--- config.mk ---
export PLATFORM = sky130hd
export DESIGN_NAME = hit_bool_ctrl
export DESIGN_NICKNAME = d
export VERILOG_FILES = /design/src/rtl/hit_bool_pkg.sv /design/src/rtl/hit_bool_ctrl.sv
export SDC_FILE = /design/constraint.sdc
export NUM_CORES = 1
export LEC_CHECK = 0
export CORE_AREA = 2 2 314 316
export CTS_CLUSTER_DIAMETER = 150
export DETAILED_ROUTE_END_ITERATION = 10
export DIE_AREA = 0 0 316 318
export SETUP_SLACK_MARGIN = 0.2
export SKIP_CTS_REPAIR_TIMING = 1
export SLEW_MARGIN = 20
export SYNTH_ARGS = -nofsm -noshare
export SYNTH_HDL_FRONTEND = slang
export SYNTH_SLANG_ARGS = --single-unit
--- constraint.sdc ---
create_clock -name clock -period 15.65 [get_ports clock]
set_clock_uncertainty 0.2 [all_clocks]
set_input_delay 1.565 -clock clock [delete_from_list [all_inputs] [get_ports clock]]
set_output_delay 1.565 -clock clock [all_outputs]
set_load 0.05 [all_outputs]
--- src/rtl/hit_bool_pkg.sv ---
// Shared types for the hit_bool triangle scheduler.
package hit_bool_pkg;

  localparam int COORD_W = 32;
  localparam int Q_BITS  = 16;

  typedef logic signed [2:0][COORD_W-1:0] vec3_t;

  typedef enum logic [2:0] {
    IDLE,
    FETCH,
    WAIT,
    ISSUE,
    DRAIN,
    DONE
  } state_e;

endpackage

--- src/rtl/hit_bool_ctrl.sv ---
// Per-ray scheduler: streams triangles into hit_bool and
// reduces the returned hit flags to a single ray summary.
module hit_bool_ctrl
  import hit_bool_pkg::*;
#(
  parameter int TRI_ADDR_W = 10,
  parameter int DATA_W     = 32
) (
  input  logic                  clock,
  input  logic                  reset,
  input  logic                  start,
  input  logic [TRI_ADDR_W-1:0] tri_count,
  output logic                  busy,
  output logic                  tri_rd_en,
  output logic [TRI_ADDR_W-1:0] tri_addr,
  input  logic [3*DATA_W-1:0]   tri_v0,
  input  logic [3*DATA_W-1:0]   tri_v1,
  input  logic [3*DATA_W-1:0]   tri_v2,
  input  logic [3*DATA_W-1:0]   tri_normal,
  output logic [3*DATA_W-1:0]   v0,
  output logic [3*DATA_W-1:0]   v1,
  output logic [3*DATA_W-1:0]   v2,
  output logic [3*DATA_W-1:0]   normal,
  output logic                  v0_in_wr_en,
  output logic                  v1_in_wr_en,
  output logic                  v2_in_wr_en,
  output logic                  normal_in_wr_en,
  input  logic                  v0_in_full,
  input  logic                  v1_in_full,
  input  logic                  v2_in_full,
  input  logic                  normal_in_full,
  input  logic                  fifo_out_dout,
  input  logic                  fifo_out_empty,
  output logic                  fifo_out_rd_en,
  output logic                  result_valid,
  input  logic                  result_ready,
  output logic                  result_hit,
  output logic [TRI_ADDR_W-1:0] result_idx
);

  localparam int CW = TRI_ADDR_W + 1;

  state_e state_q, state_d;

  logic [CW-1:0] cnt_q, cnt_d;
  logic [CW-1:0] iss_q, iss_d;
  logic [CW-1:0] res_q, res_d;

  logic [TRI_ADDR_W-1:0] addr_q, addr_d;
  logic [TRI_ADDR_W-1:0] idx_q, idx_d;

  logic hit_q, hit_d;
  logic valid_q, valid_d;

  logic [3*DATA_W-1:0] v0_q, v0_d;
  logic [3*DATA_W-1:0] v1_q, v1_d;
  logic [3*DATA_W-1:0] v2_q, v2_d;
  logic [3*DATA_W-1:0] nrm_q, nrm_d;

  logic any_full;
  logic collect;
  logic rd;
  logic wr;
  logic take;

  assign any_full = v0_in_full | v1_in_full |
                    v2_in_full | normal_in_full;

  assign collect = (state_q == FETCH) |
                   (state_q == WAIT)  |
                   (state_q == ISSUE) |
                   (state_q == DRAIN);

  assign rd = collect & ~fifo_out_empty;
  assign wr = (state_q == ISSUE) & ~any_full;

  // Reads beyond the issue count are drained but not counted.
  assign take = rd & (res_q < iss_q);

  always_comb begin
    state_d = state_q;
    cnt_d   = cnt_q;
    iss_d   = iss_q;
    res_d   = res_q;
    addr_d  = addr_q;
    idx_d   = idx_q;
    hit_d   = hit_q;
    valid_d = valid_q;
    v0_d    = v0_q;
    v1_d    = v1_q;
    v2_d    = v2_q;
    nrm_d   = nrm_q;

    if (take) begin
      res_d = res_q + CW'(1);
      if (fifo_out_dout && !hit_q) begin
        hit_d = 1'b1;
        idx_d = res_q[TRI_ADDR_W-1:0];
      end
    end

    unique case (state_q)
      IDLE: begin
        if (start) begin
          cnt_d = {1'b0, tri_count};
          iss_d = '0;
          res_d = '0;
          hit_d = 1'b0;
          idx_d = '0;
          if (tri_count == '0) begin
            state_d = DONE;
            valid_d = 1'b1;
          end else begin
            state_d = FETCH;
            addr_d  = '0;
          end
        end
      end
      FETCH: state_d = WAIT;
      WAIT: begin
        v0_d    = tri_v0;
        v1_d    = tri_v1;
        v2_d    = tri_v2;
        nrm_d   = tri_normal;
        state_d = ISSUE;
      end
      ISSUE: begin
        if (wr) begin
          iss_d = iss_q + CW'(1);
          if (iss_d == cnt_q) begin
            state_d = DRAIN;
          end else begin
            state_d = FETCH;
            addr_d  = iss_d[TRI_ADDR_W-1:0];
          end
        end
      end
      DRAIN: begin
        if (res_d == cnt_q) begin
          state_d = DONE;
          valid_d = 1'b1;
        end
      end
      DONE: begin
        if (result_ready) begin
          state_d = IDLE;
          valid_d = 1'b0;
        end
      end
      default: state_d = IDLE;
    endcase
  end

  always_ff @(posedge clock or posedge reset) begin
    if (reset) begin
      state_q <= IDLE;
      cnt_q   <= '0;
      iss_q   <= '0;
      res_q   <= '0;
      addr_q  <= '0;
      idx_q   <= '0;
      hit_q   <= 1'b0;
      valid_q <= 1'b0;
      v0_q    <= '0;
      v1_q    <= '0;
      v2_q    <= '0;
      nrm_q   <= '0;
    end else begin
      state_q <= state_d;
      cnt_q   <= cnt_d;
      iss_q   <= iss_d;
      res_q   <= res_d;
      addr_q  <= addr_d;
      idx_q   <= idx_d;
      hit_q   <= hit_d;
      valid_q <= valid_d;
      v0_q    <= v0_d;
      v1_q    <= v1_d;
      v2_q    <= v2_d;
      nrm_q   <= nrm_d;
    end
  end

  // hit_bool never returns more results than were issued.
  a_res_le_iss: assert property (
    @(posedge clock) disable iff (reset)
    rd |-> (res_q < iss_q)
  );

  assign busy            = (state_q != IDLE);
  assign tri_rd_en       = (state_q == FETCH);
  assign tri_addr        = addr_q;
  assign v0              = v0_q;
  assign v1              = v1_q;
  assign v2              = v2_q;
  assign normal          = nrm_q;
  assign v0_in_wr_en     = wr;
  assign v1_in_wr_en     = wr;
  assign v2_in_wr_en     = wr;
  assign normal_in_wr_en = wr;
  assign fifo_out_rd_en  = rd;
  assign result_valid    = valid_q;
  assign result_hit      = hit_q;
  assign result_idx      = idx_q;

endmodule

After elaboration in Yosys (flattened, before gate mapping)
Cells that the tools add are included.
Widths: inputs -> output; s select.
{ "word_totals": {"output_inout_bits": 413, "inputBits": 404, "register_bits": 441, "elab_cells": 83} }
{ "classes": {"eq_ne": 14, "mux": 31, "order_cmp": 1, "addsub": 2, "n_bitwise": 11, "reduce_logical": 12} }
{ "op_table": {"columns": ["cell", "count"], "rows": [
  ["$mux 10", 8],
  ["$mux 11", 5],
  ["$add 11x1->11 const B", 2],
  ["$eq 11x10->1", 2],
  ["$pmux 11 s2", 1],
  ["$pmux 10 s2", 1],
  ["$mux 3", 6],
  ["$pmux 3 s6", 1],
  ["$ne 2x2->1 const B", 6],
  ["$lt 11x11->1", 1],
  ["$logic_not 10->1", 1],
  ["$reduce_and 5->1", 2],
  ["$mux 1", 8],
  ["$eq 3x2->1 const B", 2],
  ["$eq 3x3->1 const B", 2],
  ["$or 1x1->1", 6],
  ["$reduce_bool 3->1", 2],
  ["$reduce_and 4->1", 1],
  ["$and 1x1->1", 3],
  ["$eq 3x1->1 const B", 1],
  ["$logic_not 3->1", 1],
  ["$pmux 1 s3", 1],
  ["$reduce_and 3->1", 1],
  ["$ne 2x1->1 const B", 1],
  ["other kinds (5)", 6]
]} }

Logic depth before layout (Yosys ltp)
{ "depth": {"ltp_word": 10, "depth_mapped": 12} }

Least setup slack after synthesis
Ideal clock, no wire load.
{ "synth_path": {"path_type": "in2out", "start": "input port v1_in_full", "end": "output port v0_in_wr_en", "arrival_time_ns": 3.297, "n_path_buf": 2, "slack_ns": 10.588, "cell_stages": 5, "cell_sequence": "nor4_1 -> nand2_1 -> clkinv_1 -> clkbuf_1 -> buf_4"} }
{ "synth_between": {"elab_chain_cells": 5} }
{ "synth_lines": {"columns": ["item", "line", "text"], "rows": [
  ["start, declared", "hit_bool_ctrl.sv:29", "input logic v1_in_full,"],
  ["$or 1x1->1 (2 in series)", "hit_bool_ctrl.sv:66", "assign any_full = v0_in_full | v1_in_full |"],
  ["$or 1x1->1", "hit_bool_ctrl.sv:67", "v2_in_full | normal_in_full;"],
  ["$not 1->1", "hit_bool_ctrl.sv:75", "assign wr = (state_q == ISSUE) & ~any_full;"],
  ["$and 1x1->1", "hit_bool_ctrl.sv:75", null],
  ["end, declared", "hit_bool_ctrl.sv:24", "output logic v0_in_wr_en,"]
]} }
No other way between the ends.

Final worst setup path
{ "layout_path": {"start": "input port v1_in_full", "end": "output port normal_in_wr_en"} }
{ "layout_between": {"elab_chain_cells": 5} }
{ "layout_lines": {"columns": ["item", "line", "text"], "rows": [
  ["$or 1x1->1 (2 in series)", "hit_bool_ctrl.sv:66", null],
  ["$or 1x1->1", "hit_bool_ctrl.sv:67", null],
  ["$not 1->1", "hit_bool_ctrl.sv:75", null],
  ["$and 1x1->1", "hit_bool_ctrl.sv:75", null],
  ["end, declared", "hit_bool_ctrl.sv:27", "output logic normal_in_wr_en,"]
]} }
No other way between the ends.

==> results.sh <==
export IMPL_outcome="finished, final reports clean"
export IMPL_synth_top_family_by_area="multiplexers"
export IMPL_final_cell_mix="816 x clkdlybuf4s50_1, 441 x dfrtp_1, 392 x mux2_2"
export IMPL_n_fill_cell=9844
export IMPL_clkTransAtPathRegs_ns=0.06
export IMPL_die_h_um=318
export IMPL_synth_simple_area_share=0.03971
export IMPL_synth_fa_ha_area_frac=0.008494
export IMPL_clockRootBuffer="clkbuf_16"
export IMPL_timing_fmax_mhz=171.0
export IMPL_synth_nets=1608
export IMPL_synth_compound_area_frac=0.02902
export IMPL_p_leak_nw=11.82
export IMPL_dpl_hpwl_um=50740
export IMPL_setup_viol=0
export IMPL_final_common_cell="clkdlybuf4s50_1"
export IMPL_fin_nets=2426
export IMPL_synthFlopType="dfrtp_1"
export IMPL_period_share=0.3736
export IMPL_hp_class="register to register"
export IMPL_fin_util=0.2998
export IMPL_post_route_drc_count=0
export IMPL_synth_area_mm2=0.01768
export IMPL_coreArea_mm2=0.09741
export IMPL_synth_xor_area_frac=0.02166
export IMPL_area_growth_pct=65.23
export IMPL_required_ns=13.89
export IMPL_slowest_stage="clkdlybuf4s50_1"
export IMPL_finalWirelength_um=65820
export IMPL_seq_area_frac_synth=0.6243
export IMPL_num_io_pins=817
export IMPL_p_total_mw=5.761
export IMPL_critPathKind="primary input to output port"
export IMPL_slew_violations=0
export IMPL_ys_types=50
export IMPL_async_flop_share=1.000
export IMPL_vias=13030
export IMPL_io_buffers=816
export IMPL_rsz0062_at_grt="no"
export IMPL_crit_family="buffers and inverters"
export IMPL_cap_violations=0
export IMPL_layout_cells_non_filler=3344
export IMPL_synth_edf_count=0
export IMPL_fin_tns_setup_ns=0
export IMPL_routed_via_density=3.895
export IMPL_htreeDepth=2
export IMPL_min_period_ns=5.847
export IMPL_clockBufferDepth=3
export IMPL_start_kind="primary input"
export IMPL_synthMuxAreaShare=0.2571
export IMPL_cp_common_cell="clkdlybuf4s50_1"
export IMPL_drt_iter0_markers=505
export IMPL_syn_inst=1192
export IMPL_wl_per_cell_um=19.68
export IMPL_pre_cts_ws_ns=9.333
export IMPL_drtPass1Iterations=4
export IMPL_dp_cells=3240
export IMPL_grt_pass1_vias=13350
export IMPL_antenna_found_initial=14
export IMPL_avgSynthCellArea_um2=14.83
export IMPL_initial_utilization=0.1815
export IMPL_cp_max_fo=18
export IMPL_critical_path_arrival_ns=4.08
export IMPL_drive_above_1_share=0.2462
export IMPL_place_gp_congestion=0.8085
export IMPL_die_w_um=316
export IMPL_numClockSinks=441
export IMPL_layout_setup_ws_ns=9.803
export IMPL_p_per_area_mw_per_mm2=197.2
export IMPL_ir_drop_uv=127.9
export IMPL_drtAntennaViolNets=0
export IMPL_synth_top_area_frac=0.6243
export IMPL_critPathBufInv=3
export IMPL_grt_usage=0.1272
export IMPL_cp_cell_sequence="clkdlybuf4s50_1 > nor4_2 > nand2_1 > clkinv_1 > clkdlybuf4s50_1"
export IMPL_end_kind="output port"
export IMPL_relSlewSlack=0.3198
export IMPL_cp_slowest_stage_delay_ns=0.91
export IMPL_register_area_mm2=0.01104
export IMPL_multi_input_area_mm2=0.006306
export IMPL_die_area_mm2=0.1005
export IMPL_overflow=0
export IMPL_synth_top_cell_by_area="dfrtp_1"
export IMPL_cts_tree="done"
export IMPL_clk_insertion_delay_late_ns=0.62
export IMPL_worstMarginPinSlew_ns=1.020
export IMPL_grt_pass1_wl_um=94610
export IMPL_hold_viol=0
export IMPL_grt_max_degree=169
export IMPL_cts_buffers=55
export IMPL_ys_warn_count=0
export IMPL_placementRows=115
export IMPL_synth_seq_cells=441
export IMPL_synth_area_leaders="dfrtp_1 62%, mux2_2 25%, clkbuf_1 1.0%"
final timing paths:
path	cells after the start	slack [ns]	startpoint	to
setup reg to reg	5	11.79	state_q[1]$_DFFE_PP0P_	normal[85]$_DFFE_PP0P_
setup / recovery	5	9.80	v1_in_full	normal_in_wr_en
max in group asynchronous	4	11.90	reset	v2[16]$_DFFE_PP0P_
hold reg to reg	1	0.30	tri_addr[4]$_DFFE_PP0P_	tri_addr[4]$_DFFE_PP0P_
min in group asynchronous	2	1.21	reset	normal[32]$_DFFE_PP0P_
hold / removal	1	0.30	tri_addr[4]$_DFFE_PP0P_	tri_addr[4]$_DFFE_PP0P_
where the power goes:
group / total (mW) / internal [mW] / switching [mW]
Sequential: 1.74 / 1.50 / 0.231
Clock: 1.34 / 0.807 / 0.534
Combinational: 2.68 / 0.965 / 1.72
Total: 5.76 / 3.28 / 2.48
area by class of cell:
| type | count | area share |
|---|---|---|
| clock buffers | 76 | 0.05393 |
| flip-flops and latches | 441 | 0.3778 |
| well taps | 1287 | 0.05513 |
| diodes | 2 | 0.0001714 |
| repair buffers | 827 | 0.2829 |
| inverters | 19 | 0.002699 |
| multi-input cells | 666 | 0.2159 |
| clock inverters | 26 | 0.01140 |
kinds of logic (layout without fill, tap and decap cells):
logic type | Yosys count | count (layout)
other cells | 0 | 2
simple gates | 137 | 137
xor+xnor | 39 | 39
compound gates | 73 | 73
mux | 405 | 405
flops | 441 | 441
fa+ha+maj | 12 | 12
buf+inv | 85 | 948
registers in the layout, summed over array words and instances (netlist names):
register and cells:
normal 96, v0 96, v1 96, v2 96
iss_q 11, res_q 11, cnt_q 10, result_idx 10
tri_addr 10, state_q 3, result_hit 1, result_valid 1
cell usage after synthesis, drive strengths merged (3+ instances only):
| cell | count |
|---|---|
| a21oi | 15 |
| a31oi | 8 |
| and2 | 4 |
| and3 | 4 |
| buf | 16 |
| clkbuf | 50 |
| dfrtp | 441 |
| ha | 12 |
| inv | 18 |
| mux2 | 392 |
| mux2i | 13 |
| nand2 | 22 |
| nand3 | 16 |
| nand3b | 5 |
| nand4 | 10 |
| nor2 | 40 |
| nor2b | 14 |
| nor3 | 8 |
| nor4 | 5 |
| o21ai | 21 |
| o2bb2ai | 10 |
| o31ai | 4 |
| xnor2 | 20 |
| xnor3 | 3 |
| xor2 | 16 |
metal layers:
metal / track usage / wire length [um] / up-vias
li1: - / - / 5887
met1: 0.1489 / 25750 / 6569
met2: 0.2148 / 32520 / 461
met3: 0.05322 / 6280 / 92
met4: 0.02896 / 1174 / 16
met5: 0 / 90 / -
per-stage QoR:
stage	instance area, um^2	hold WS, ns
6_report	29210	0.2959
5_1_grt	29200	0.3124
4_1_cts	29200	0.3020
3_5_place_dp	27290	0.2790
3_3_place_gp	27290	0.2842
2_1_floorplan	17680	0.2855
Power figures use the tool's default switching activity.
